File: src/rtl/mult_rr_arbiter.sv
// Round-robin arbiter sharing one signed array multiplier among NREQ requesters,
// with an operand register in front of the multiplier and a product register after it.

module Array_multiplier #(
    parameter int unsigned WIDTH = 32
) (
    input  logic [WIDTH-1:0]   a,
    input  logic [WIDTH-1:0]   b,
    output logic [2*WIDTH-1:0] p
);
    logic signed [2*WIDTH-1:0] a_ext;
    logic signed [2*WIDTH-1:0] b_ext;

    // Sign-extend both operands so the 2W-bit product is exact for every signed pair.
    assign a_ext = {{WIDTH{a[WIDTH-1]}}, a};
    assign b_ext = {{WIDTH{b[WIDTH-1]}}, b};
    assign p     = a_ext * b_ext;
endmodule

module mult_rr_arbiter #(
    parameter int unsigned WIDTH = 32,
    parameter int unsigned NREQ  = 4,
    parameter int unsigned IDW   = $clog2(NREQ)
) (
    input  logic                  clk,
    input  logic                  rst,
    input  logic [NREQ-1:0]       req_valid,
    output logic [NREQ-1:0]       req_ready,
    input  logic [NREQ*WIDTH-1:0] req_a,
    input  logic [NREQ*WIDTH-1:0] req_b,
    output logic                  rsp_valid,
    input  logic                  rsp_ready,
    output logic [2*WIDTH-1:0]    rsp_product,
    output logic [IDW-1:0]        rsp_id,
    output logic                  busy
);
    logic [IDW-1:0]     ptr;
    logic               op_valid;
    logic [WIDTH-1:0]   op_a;
    logic [WIDTH-1:0]   op_b;
    logic [IDW-1:0]     op_id;
    logic [2*WIDTH-1:0] mult_p;

    logic               adv1;
    logic               adv2;
    logic               grant_hit;
    logic [IDW-1:0]     grant_idx;
    logic [IDW-1:0]     scan_idx;
    logic [IDW-1:0]     ptr_next;
    logic               op_valid_next;
    logic               rsp_valid_next;

    assign adv2 = !rsp_valid || rsp_ready;
    assign adv1 = !op_valid || adv2;

    // First valid requester at or above ptr, wrapping modulo NREQ.
    always_comb begin
        grant_hit = 1'b0;
        grant_idx = '0;
        scan_idx  = '0;
        req_ready = '0;
        if (adv1 && !rst) begin
            for (int unsigned k = 0; k < NREQ; k++) begin
                scan_idx = IDW'((32'(ptr) + k) % NREQ);
                if (!grant_hit && req_valid[scan_idx]) begin
                    grant_hit = 1'b1;
                    grant_idx = scan_idx;
                end
            end
        end
        if (grant_hit) begin
            req_ready[grant_idx] = 1'b1;
        end
    end

    assign ptr_next       = (grant_idx == IDW'(NREQ - 1)) ? '0 : grant_idx + IDW'(1);
    assign op_valid_next  = adv1 ? grant_hit : op_valid;
    assign rsp_valid_next = adv2 ? op_valid  : rsp_valid;

    Array_multiplier #(
        .WIDTH (WIDTH)
    ) u_mult (
        .a (op_a),
        .b (op_b),
        .p (mult_p)
    );

    // Both pipeline stages; S2 may empty into the consumer while S1 refills at the same edge.
    always_ff @(posedge clk) begin
        if (rst) begin
            ptr         <= '0;
            op_valid    <= 1'b0;
            op_a        <= '0;
            op_b        <= '0;
            op_id       <= '0;
            rsp_valid   <= 1'b0;
            rsp_product <= '0;
            rsp_id      <= '0;
            busy        <= 1'b0;
        end else begin
            if (adv2) begin
                rsp_valid   <= op_valid;
                rsp_product <= mult_p;
                rsp_id      <= op_id;
            end
            if (adv1) begin
                op_valid <= grant_hit;
                if (grant_hit) begin
                    op_a  <= req_a[grant_idx*WIDTH +: WIDTH];
                    op_b  <= req_b[grant_idx*WIDTH +: WIDTH];
                    op_id <= grant_idx;
                    ptr   <= ptr_next;
                end
            end
            busy <= op_valid_next || rsp_valid_next;
        end
    end
endmodule

File: config.mk
export PLATFORM = sky130hd
export DESIGN_NAME = mult_rr_arbiter
export DESIGN_NICKNAME = d
export VERILOG_FILES = /design/src/rtl/mult_rr_arbiter.sv
export SDC_FILE = /design/constraint.sdc
export NUM_CORES = 2
export LEC_CHECK = 0
export CAP_MARGIN = 10
export CORE_ASPECT_RATIO = 1.25
export CORE_UTILIZATION = 60
export CTS_CLUSTER_DIAMETER = 50
export DETAILED_ROUTE_END_ITERATION = 10
export PLACE_DENSITY = 0.83
export SYNTH_ARGS = -nofsm -noshare
export SYNTH_HDL_FRONTEND = slang
export SYNTH_SLANG_ARGS = --single-unit
export TNS_END_PERCENT = 10
File: constraint.sdc
create_clock -name clk -period 8.8 [get_ports clk]
set_clock_uncertainty 0.05 [all_clocks]
set_input_delay 2.64 -clock clk [delete_from_list [all_inputs] [get_ports clk]]
set_output_delay 2.64 -clock clk [all_outputs]
set_load 0.02 [all_outputs]
# Yosys cells after proc, flatten, opt, wreduce, memory -nomap -nowiden
# Cells that the tools add are included.
# op_classes
add_sub_neg	4
multipliers	1
magnitude_cmp	6
n_eq_ne	1
n_shift	2
mux	27
reduce_logical	15
# op_table
cell	count
$shiftx 128x8->32	2
$mul 32x32->64	1
$lt 2x3->1 const B	5
$mux 1	15
$mux 2	6
$bmux 1 s2	4
$logic_not 1->1	6
$logic_and 1x1->1	5
$add 2x1->2 const B	2
$add 2x2->2 const B	2
$mux 4	1
$logic_or 1x1->1	3
$demux 1 s2	1
$eq 2x2->1 const B	1
$ge 2x1->1 const B	1
$reduce_and 2->1	1
# totals
register_bits	137
in_bits	263
output_inout_bits	72
wordCells	65

# Longest topological paths before layout
# logic_depth
word_depth	22
mapped_depth	29
depth_no_buf	27

# By module
# Synthesis repeated with hierarchy kept, for this count alone.
# hier_totals
hier_cells	4711
hier_area_um2	43291.5
# by_module_without_submodules
mod	instances	cells_per_inst	area_per_inst_um2
Array_multiplier	1	3863	36153.4
mult_rr_arbiter	1	848	7138.1

# Worst setup path before layout
# No wires, ideal clock.
# synth_path
path_type	flip-flop to flip-flop
start	reg op_b[5]
end	reg rsp_product[63]
setup_ns	0.117
arrival_time_ns	7.638
t_required_ns	8.633
path_slack_ns	0.994
path_stages_with_launch	28
period_less_slack_ns	7.806
cell_sequence	dfxtp_1 -> clkbuf_1 -> nand2_1 -> inv_1 -> fa_1 -> inv_1 -> fa_1 -> inv_1 -> fa_1 -> fa_1 -> inv_1 -> fa_1 -> inv_1 -> fa_1 -> inv_1 -> fa_1 -> fa_1 -> inv_1 -> ha_1 -> clkbuf_1 -> nand3_1 -> nor2_1 -> nand3_1 -> or4_4 -> a21oi_2 -> o211ai_2 -> a21o_1 -> a32o_1
# synth_via
elab_chain_cells	1
# synth_rtl
element	line_no	text
start: declaration	40	logic [WIDTH-1:0] op_b;
start signal: assignment	110	op_b <= req_b[grant_idx*WIDTH +: WIDTH];
$mul 32x32->64	17	assign p = a_ext * b_ext;
end signal: assignment	103	rsp_product <= mult_p;
end: declaration	33	output logic [2*WIDTH-1:0] rsp_product,
# Every way passes these cells.
# A chain may end at the register's enable or synchronous reset.

# Worst setup path after layout
# layout_path
start	reg op_b[8]
end	reg rsp_product[35]
# The elaborated chain is that of the path after synthesis.

==> results_dict.tcl <==
set metrics [dict create \
    clk-insertion-delay-late_ns 0.45 \
    grt_pass1_vias 38690 \
    start_util_pct 60.83 \
    core_area_um2 71050 \
    overflow 0 \
    critPathSlowestCell "dfxtp_1" \
    drtPass1Iterations 8 \
    worst_slack_ns 0.2337 \
    required_ns 9.08 \
    cts_tree "yes" \
    synth_top_area_share_pct 50.11 \
    synth_nets 6434 \
    synth_edf_count 0 \
    synth_fa_ha_area_share_pct 55.55 \
    final_hold_viol_count 0 \
    synthXorXnorAreaFrac_pct 1.216 \
    setup.worst_path.end_class "register" \
    layout-drive-gt1-share_pct 3.592 \
    htree_levels 4 \
    synth_cell_types 77 \
    first_iter_violations 2476 \
    synth_top_family_by_area "adder cells" \
    cp_common_cell "fa_1" \
    final_cell_area_um2 48110 \
    cts-root-buf "clkbuf_16" \
    clk_pin_slew_ns 0.07 \
    critPathMaxFanout 22 \
    area.sequential_um2 2746 \
    multiInputGateArea_um2 35520 \
    muxShareOfSynthArea_pct 0.1187 \
    yosysMostFrequentCell "fa_1" \
    final_cells 6038 \
    p_leak_nw 23.57 \
    cts_made_buffers 17 \
    crit_path_max_incr_delay_ns 0.85 \
    die-height_um 302.1 \
    ir_drop_mv 0.3707 \
    num_rows 109 \
    finalHoldWorstSlack_ns 0.4025 \
    final_nets 6614 \
    grt_max_degree 78 \
    placed_area_um2 47520 \
    ys_seq_area_share_pct 6.345 \
    routed_wl_um 131400 \
    async_flop_share_pct 0 \
    vias_per_cell 5.811 \
    rsz0062_at_grt "false" \
    layout_min_cycle_time_ns 8.566 \
    ys_seq_elements 137 \
    syn_to_final_growth_pct 11.30 \
    synthSimpleGateAreaFrac_pct 18.91 \
    ios 335 \
    num_vias 35090 \
    post-dp-hpwl_um 108500 \
    syn_area_um2 43220 \
    yosys_warnings 0 \
    synth_largest_area_cell "fa_1" \
    max_freq_mhz 116.7 \
    holdBufCountCts 0 \
    arrival_ns 8.84 \
    max-cap-violations 0 \
    antenna_found_initial 1 \
    path_class "reg2reg" \
    setup_viol_count_final 0 \
    die-area_um2 73120 \
    cp_top_family "adder cells" \
    post_drt_wl_per_cell_um 21.77 \
    place_ws_ns 0.4126 \
    place_congestion 0.9986 \
    worst_pin_slew_ns 1.205 \
    ant_nets 0 \
    synth.area.top_cells "fa_1 (50%), inv_1 (8.8%), nand2_1 (7.6%)" \
    numPortBuffers 334 \
    syn_area_per_cell_um2 8.819 \
    ys.flop_type "dfxtp_1" \
    cts_buffer_depth 2 \
    fill_cells 5422 \
    die_x_um 242.1 \
    p_per_area_nw_per_um2 240.6 \
    synth_compound_gate_area_share_pct 6.328 \
    status "finished clean" \
    maxSlewViolCount 0 \
    synth_common_cells "fa_1 (1082), inv_1 (1014), nand2_1 (874)" \
    slew_headroom_pct 19.57 \
    track_usage_pct 37.56 \
    setup_tns_ns 0 \
    post-route-drc-count 0 \
    grt_pass1_wl_um 207900 \
    clkSinkCount 137 \
    path_buf_inv 6 \
    period_share_pct 97.34 \
    critPathLaunchType "register" \
    synthCells 4901 \
    worstHoldPathType "reg2reg" \
    place_inst 6005 \
]
-- state kept, by name, summed over array words and instances, names as in the netlist --
| register | flops |
|---|---|
| rsp_product | 64 |
| op_a | 32 |
| op_b | 32 |
| op_id | 2 |
| ptr | 2 |
| rsp_id | 2 |
| busy | 1 |
| op_valid | 1 |
| rsp_valid | 1 |
-- path summary, 6_finish.rpt --
path / from / endpoint / slack [ns] / depth (start not counted)
min: rsp_product[15] / rsp_product[15] / 0.40 / 2
max reg2reg: op_b[8] / rsp_product[35] / 0.23 / 25
min reg2reg: rsp_product[15] / rsp_product[15] / 0.40 / 2
max: op_b[8] / rsp_product[35] / 0.23 / 25
-- kinds of logic (layout without fill, tap and decap cells) --
| kind of cell | count (synthesis) | after routing |
|---|---|---|
| simple gates | 1697 | 1697 |
| xor+xnor | 60 | 60 |
| other cells | 0 | 1 |
| fa+ha+maj | 1270 | 1270 |
| flops | 137 | 137 |
| compound gates | 423 | 423 |
| mux | 5 | 5 |
| buf+inv | 1309 | 1502 |
-- tightest hold or removal path, stage by stage (launching register included) --
cell	delay [ns]
dfxtp_1	0.31
nand2_1	0.05
a21oi_1	0.05
-- power by group --
| group | leakage (nW) | internal, mW | switching, mW | total, mW |
|---|---|---|---|---|
| logic | 22.2 | 3.85 | 5.96 | 9.80 |
| clock network | 0.283 | 0.401 | 0.346 | 0.747 |
| registers | 1.13 | 0.790 | 0.237 | 1.03 |
-- cell type report --
type,instances,share of cell area (%)
timing repair buffer,455,8.858
multi-input combinational,3455,73.84
inverter,1015,7.924
sequential,137,5.709
clock inverter,14,0.3225
antenna,1,0.005201
tap,943,2.452
clock buffer,18,0.8920
-- layout by cell type (no fill, tap or decap), types with 17 or more instances in the layout --
cell type and instances:
a311oi_1 58, inv_1 1012, nor3_1 18, buf_4 121, nand3_1 39, and3_1 68
ha_1 188, nand2_1 874, clkbuf_16 17, clkdlybuf4s50_1 333, and2_1 502, nor2_1 105
xnor2_1 40, a21o_1 38, xor2_1 20, fa_1 1082, a21oi_1 161, nor2b_1 29
a211oi_1 21, dfxtp_1 134, o21ai_0 64
-- what timing repair did --
action / in CTS / in global routing
resized for setup: 0 / 2
buffers inserted: 0 / 0
endpoints found under the setup margin: 0 / 3
-- per-layer routing --
layer	track usage, %	up-vias	part of all wire (%)
li1	-	14840	-
met1	38.86	17740	31
met2	65.80	1785	51
met3	6.104	718	6.7
met4	34.39	0	11
met5	0	-	0
-- metrics by stage --
stage / utilization [%] / power [mW]
floorplan: - / 7.637
global placement: 66.88 / 10.48
detailed placement: 66.88 / 10.64
CTS: 67.70 / 11.49
global route: 67.71 / 12.51
finish: 67.71 / 11.58
Note: power is estimated with default switching activity, not from simulation.
